<file path="src/rtl/sprite_pkg.sv">
// Shared sprite geometry, digit encodings and arbiter state type for the
// digit sprite ROM bank.
package sprite_pkg;

  localparam int unsigned SPRITE_W = 20;
  localparam int unsigned SPRITE_H = 20;
  localparam int unsigned DEPTH    = SPRITE_W * SPRITE_H;

  localparam logic [7:0] TRANSPARENT_PX = 8'h00;

  typedef enum logic [3:0] {
    DIGIT_0 = 4'd0,
    DIGIT_1 = 4'd1,
    DIGIT_2 = 4'd2,
    DIGIT_3 = 4'd3,
    DIGIT_4 = 4'd4,
    DIGIT_5 = 4'd5,
    DIGIT_6 = 4'd6,
    DIGIT_7 = 4'd7,
    DIGIT_8 = 4'd8,
    DIGIT_9 = 4'd9
  } digit_e;

  typedef enum logic {
    ST_ARB   = 1'b0,
    ST_BURST = 1'b1
  } arb_state_e;

endpackage

</file>
<file path="src/rtl/rr_pick.sv">
// Combinational round-robin picker: first eligible request at or cyclically
// after the pointer, with an exclude mask applied first.
module rr_pick #(
  parameter int unsigned NREQ = 4,
  parameter int unsigned PW   = (NREQ > 1) ? $clog2(NREQ) : 1
) (
  input  logic [NREQ-1:0] req,
  input  logic [PW-1:0]   ptr,
  input  logic [NREQ-1:0] excl,
  output logic [NREQ-1:0] win_c,
  output logic [PW-1:0]   idx_c,
  output logic            any_c
);

  logic [NREQ-1:0] cand;

  always_comb begin
    int unsigned j;
    j     = 0;
    cand  = req & ~excl;
    win_c = '0;
    idx_c = '0;
    any_c = 1'b0;
    for (int unsigned i = 0; i < NREQ; i++) begin
      j = 32'(ptr) + i;
      if (j >= NREQ) j = j - NREQ;
      if (!any_c && cand[PW'(j)]) begin
        any_c           = 1'b1;
        idx_c           = PW'(j);
        win_c[PW'(j)]   = 1'b1;
      end
    end
  end

endmodule

</file>
<file path="src/rtl/sprite_rom_arbiter.sv">
// Round-robin arbiter with locked bursts sharing the digit sprite ROM bank;
// tracks the one-cycle ROM latency and steers each pixel back to its requester.
module sprite_rom_arbiter
  import sprite_pkg::*;
#(
  parameter int unsigned NREQ      = 4,
  parameter int unsigned AW        = 10,
  parameter int unsigned DW        = 8,
  parameter int unsigned SELW      = 4,
  parameter int unsigned DEPTH     = 400,
  parameter int unsigned MAX_BURST = 20
) (
  input  logic                 i_clk2,
  input  logic                 i_rst_n,
  input  logic [NREQ-1:0]      i_req,
  input  logic [NREQ-1:0]      i_lock,
  input  logic [NREQ*AW-1:0]   i_addr,
  input  logic [NREQ*SELW-1:0] i_sel,
  output logic [NREQ-1:0]      o_gnt,
  output logic [NREQ-1:0]      o_rvalid,
  output logic [DW-1:0]        o_rdata,
  output logic                 o_rom_en,
  output logic [AW-1:0]        o_rom_addr,
  output logic [SELW-1:0]      o_rom_sel,
  input  logic [DW-1:0]        i_rom_data
);

  localparam int unsigned PW = (NREQ > 1) ? $clog2(NREQ) : 1;
  localparam int unsigned CW = $clog2(MAX_BURST + 1);

  arb_state_e      state_q, state_d;
  logic [PW-1:0]   ptr_q, ptr_d, owner_q, owner_d, win_idx, pick_idx;
  logic [CW-1:0]   cnt_q, cnt_d;
  logic [NREQ-1:0] gnt_d, excl, pick_win, owner_oh;
  logic            pick_any, issue, burst_go, cap_hit;
  logic            oor_q, rv_oor_q;
  logic [AW-1:0]   addr_a [NREQ];
  logic [SELW-1:0] sel_a  [NREQ];

  for (genvar k = 0; k < NREQ; k++) begin : g_unpack
    assign addr_a[k] = i_addr[k*AW +: AW];
    assign sel_a[k]  = i_sel[k*SELW +: SELW];
  end

  assign owner_oh = NREQ'(1) << owner_q;
  assign burst_go = (state_q == ST_BURST) && i_req[owner_q] && i_lock[owner_q]
                    && (32'(cnt_q) < MAX_BURST);
  assign cap_hit  = (state_q == ST_BURST) && (32'(cnt_q) >= MAX_BURST);
  // Owner sits out after a full burst only when someone else is waiting.
  assign excl     = (cap_hit && |(i_req & ~owner_oh)) ? owner_oh : '0;

  rr_pick #(.NREQ(NREQ), .PW(PW)) u_pick (
    .req   (i_req),
    .ptr   (ptr_q),
    .excl  (excl),
    .win_c (pick_win),
    .idx_c (pick_idx),
    .any_c (pick_any)
  );

  // Next-state, pointer and grant selection
  always_comb begin
    state_d = state_q;
    ptr_d   = ptr_q;
    owner_d = owner_q;
    cnt_d   = cnt_q;
    gnt_d   = '0;
    win_idx = pick_idx;
    issue   = 1'b0;
    if (burst_go) begin
      issue   = 1'b1;
      win_idx = owner_q;
      gnt_d   = owner_oh;
      cnt_d   = cnt_q + CW'(1);
    end else if (pick_any) begin
      issue = 1'b1;
      gnt_d = pick_win;
      ptr_d = (32'(pick_idx) == NREQ - 1) ? '0 : pick_idx + PW'(1);
      if (i_lock[pick_idx]) begin
        state_d = ST_BURST;
        owner_d = pick_idx;
        cnt_d   = CW'(1);
      end else begin
        state_d = ST_ARB;
        cnt_d   = '0;
      end
    end else begin
      state_d = ST_ARB;
      cnt_d   = '0;
    end
  end

  always_ff @(posedge i_clk2 or negedge i_rst_n) begin
    if (!i_rst_n) begin
      state_q    <= ST_ARB;
      ptr_q      <= '0;
      owner_q    <= '0;
      cnt_q      <= '0;
      o_gnt      <= '0;
      o_rom_en   <= 1'b0;
      o_rom_addr <= '0;
      o_rom_sel  <= '0;
      oor_q      <= 1'b0;
      o_rvalid   <= '0;
      rv_oor_q   <= 1'b0;
    end else begin
      state_q  <= state_d;
      ptr_q    <= ptr_d;
      owner_q  <= owner_d;
      cnt_q    <= cnt_d;
      o_gnt    <= gnt_d;
      o_rom_en <= issue;
      if (issue) begin
        o_rom_addr <= addr_a[win_idx];
        o_rom_sel  <= sel_a[win_idx];
      end
      oor_q    <= issue && (32'(addr_a[win_idx]) >= DEPTH);
      o_rvalid <= o_gnt;
      rv_oor_q <= oor_q;
    end
  end

  assign o_rdata = !(|o_rvalid) ? '0 :
                   rv_oor_q     ? DW'(TRANSPARENT_PX) : i_rom_data;

endmodule

</file>
<file path="config.mk">
export PLATFORM = sky130hd
export DESIGN_NAME = sprite_rom_arbiter
export DESIGN_NICKNAME = d
export VERILOG_FILES = /design/src/rtl/sprite_pkg.sv /design/src/rtl/rr_pick.sv /design/src/rtl/sprite_rom_arbiter.sv
export SDC_FILE = /design/constraint.sdc
export NUM_CORES = 1
export LEC_CHECK = 0
export CAP_MARGIN = 0
export CORE_MARGIN = 5
export CORE_UTILIZATION = 45
export CTS_BUF_LIST = sky130_fd_sc_hd__clkbuf_8
export CTS_CLUSTER_DIAMETER = 100
export CTS_CLUSTER_SIZE = 12
export DETAILED_ROUTE_END_ITERATION = 10
export GPL_TIMING_DRIVEN = 0
export PLACE_DENSITY = 0.88
export REMOVE_ABC_BUFFERS = 1
export SYNTH_ARGS = -nofsm -noshare
export SYNTH_HDL_FRONTEND = slang
export SYNTH_HIERARCHICAL = 1
export SYNTH_SLANG_ARGS = --single-unit
</file>
<file path="constraint.sdc">
create_clock -name i_clk2 -period 5.8 [get_ports i_clk2]
set_clock_uncertainty 0.1 [all_clocks]
set_input_delay 1.45 -clock i_clk2 [delete_from_list [all_inputs] [get_ports i_clk2]]
set_output_delay 1.45 -clock i_clk2 [all_outputs]
set_load 0.03 [all_outputs]
</file>
==> run metrics <==
pre-CTS setup slack=-815 ps; crit path cell chain=clkdlybuf4s50_1 -> mux2i_1 -> a31oi_1 -> o2111ai_1 -> nor2_2 -> nor2b_4 -> mux4_2 -> and4b_1 -> o21ai_2 -> a41oi_2 -> inv_1 -> a221oi_4 -> buf_4 -> buf_8 -> mux2_2 -> o21ai_0 -> o21ai_0; Top FF cell, synth=dfrtp_1; die width=85.8 µm; core area=5540 µm²; fmax=179 MHz; antenna violations before repair=0; starting density of the core=0.467; WL/cell=16.3 µm; first-pass GRT wire length=12100 µm; DR DRC count=0; remaining global-route overflow=0; Slew @ Worst Pin=873 ps; Reg clk slew, reported paths=70 ps; Initial DRT Pass Iterations=4; syn avg cell area=9.21 µm²; combinational share of power=0.730; VDD IR-drop max=0.356 mV; number of synthesized flops with an enable pin=0; switching pwr=1.15 mW; H-Tree Depth=2; Power Density=642 nW/µm²; CP max FO=14; Fillers=416; area of the multi-input gates=1620 µm²; slew margin rel.=0.415; diode count=0; CP dominant cell by count=o21ai_0; Nets=468; Final Wtd Congestion=0.852; post-route ant nets=0; Setup WS post-layout=227 ps; largest net degree at the start of global routing=36; Seq/Total Area, Yosys=0.338; Flop pwr share=0.199; clock sinks=35; CTS tree=yes; synthesized instance count=281; max cap viols=0; worst path bufs/invs=4; die footprint=7370 µm²; CP max stage cell=clkdlybuf4s50_1; Via density=5.52; clock network power share=0.071; critical path class=input pin to flop; vias in the first global route=2534; vias post-DR=2523; YS warnings=6; outcome=complete, no violations; Area Growth Syn to Fin=46.7%; Post-DP HPWL=5870 µm; Setup crit end kind=flop; Netlist cell types=51; Reg area=876 µm²; Sw Ratio=0.472; CP Data Required Time=5840 ps; crit path DAT=5610 ps; Layout Cells excl Fill=457; internal power=1.29 mW; leakage=1.52 nW; Cell Rows=27; FF+latch count, synth=35; clk buf depth=2; Post-synth ARST share=1.00; share of layout cells above drive strength 1=0.130; boundary pin count=105; final WL=7450 µm; Final Hold Viols=0; Final min period=5570 ps; drt first-iter violations=136; Tcrit/Tclk final=0.961; # hold bufs at CTS=0; TritonCTS Buffers=5; family with the most delay on the worst path=compound AO/OA/AOI/OAI gates; crit start category=input pin; clock latency on the worst-skew pair=290 ps; root buffer cell=clkbuf_8; synthesized area=2590 µm²; CP peak stage delay=610 ps; Final setup viols=0; Slew Limit Fails=0; Die H=85.8 µm; Post-Place Cells=443; port bufs=104; Total GRT Usage=0.205; Hold Path Class=flop to flop; r2r setup slk=1210 ps
## path summary, 6_finish.rpt
| check | start | endpoint | cells past startpoint |
|---|---|---|---|
| setup / recovery | i_req[2] | o_rom_sel[3]$_DFFE_PN0P_ | 17 |
| hold / removal | oor_q$_DFF_PN0_ | rv_oor_q$_DFF_PN0_ | 0 |
| setup reg to reg | owner_q[1]$_DFFE_PN0P_ | o_rom_sel[3]$_DFFE_PN0P_ | 17 |
| hold reg to reg | oor_q$_DFF_PN0_ | rv_oor_q$_DFF_PN0_ | 0 |
| max in group asynchronous | i_rst_n | o_rvalid[3]$_DFF_PN0_ | 1 |
| min in group asynchronous | i_rst_n | o_rom_addr[8]$_DFFE_PN0P_ | 1 |
## area by class of cell
| type | count | share of cell area |
|---|---|---|
| Multi-Input combinational cell | 223 | 0.426 |
| Timing Repair Buffer | 111 | 0.289 |
| Sequential cell | 35 | 0.231 |
| Tap cell | 72 | 0.0237 |
| Clock buffer | 5 | 0.0181 |
| Inverter | 8 | 0.00791 |
| Clock inverter | 3 | 0.00428 |
## through the flow
step                cell area (µm²)  utilization  TNS (ps)  hold slack, ps  total power [mW]
floorplan                      2500            -         0             231              1.66
global placement               3640        0.656    -13280             239              2.09
finish                         3800        0.685         0             260              2.44
CTS                            3780        0.682         0             268              2.43
global route                   3800        0.685     -1.96             280              2.62
detailed placement             3650        0.658    -10650             250              2.18
## placed cells by master (no fill, tap or decap), drive strengths merged, types with 3 or more instances in the layout
cell           count
a21oi              7
a22oi              4
and2               8
buf                8
clkbuf             5
clkdlybuf4s50    103
dfrtp             35
ha                10
inv                9
mux2              18
mux2i             21
mux4               4
nand2             37
nand2b             6
nand3             13
nor2              12
nor2b              6
nor3               6
o211ai             3
o21ai             37
o22ai              4
## power by group through the flow
stage                     registers [mW]  logic [mW]  clock network, mW
final                              0.485        1.78              0.172
after global routing               0.507        1.93              0.187
after CTS                          0.484        1.77              0.176
after detailed placement           0.489        1.69                  0
after global placement             0.480        1.61                  0
after floorplan                    0.626        1.03                  0
## logic make-up (layout without fill, tap and decap cells)
group                    count (synthesis)  in the layout  synth area share
XOR/XNOR                                 3              3            0.0102
multiplexers                            43             43             0.194
adder cells (fa/ha/maj)                 10             10            0.0484
AND/OR/NAND/NOR                        100            100             0.198
flip-flops                              35             35             0.338
AO/OA/AOI/OAI                           67             67             0.167
buffers and inverters                   23            127            0.0435
## Yosys cell counts (4+ instances only)
cell / count / share of area
o21ai_0: 31 / 0.060
a21oi_1: 7 / 0.014
nand2_1: 37 / 0.054
mux2_2: 17 / 0.074
buf_4: 4 / 0.012
a22oi_1: 4 / 0.012
dfrtp_1: 35 / 0.34
clkbuf_1: 7 / 0.010
o22ai_1: 4 / 0.0097
o21ai_1: 4 / 0.0077
nor2b_1: 4 / 0.0097
mux2i_1: 21 / 0.081
mux4_2: 4 / 0.035
ha_1: 10 / 0.048
nand2b_1: 6 / 0.015
nor3_1: 6 / 0.012
and2_1: 8 / 0.019
nand3_1: 13 / 0.025
nor2_1: 11 / 0.016
inv_1: 8 / 0.012
## what timing repair did
item,CTS,global route
endpoints found under the setup margin,15,15
gates resized for setup,1,4
cloned,0,0
setup buffers,6,0
pin swaps,1,0
## per-layer routing
layer	GRT usage	up-vias	wire (µm)
met5	0	-	0
met4	0.0950	0	253
met3	0.0509	24	521
met2	0.350	112	3790
met1	0.242	1168	2880
li1	-	1219	-
## registers in the layout, summed over array words and instances (netlist names), 2 cells and up
signal,flops
o_rom_addr,10
o_gnt,4
o_rvalid,4
owner_q,2
ptr_q,2
cnt_q,5
o_rom_sel,4
Note: power is estimated with default switching activity, not from simulation.
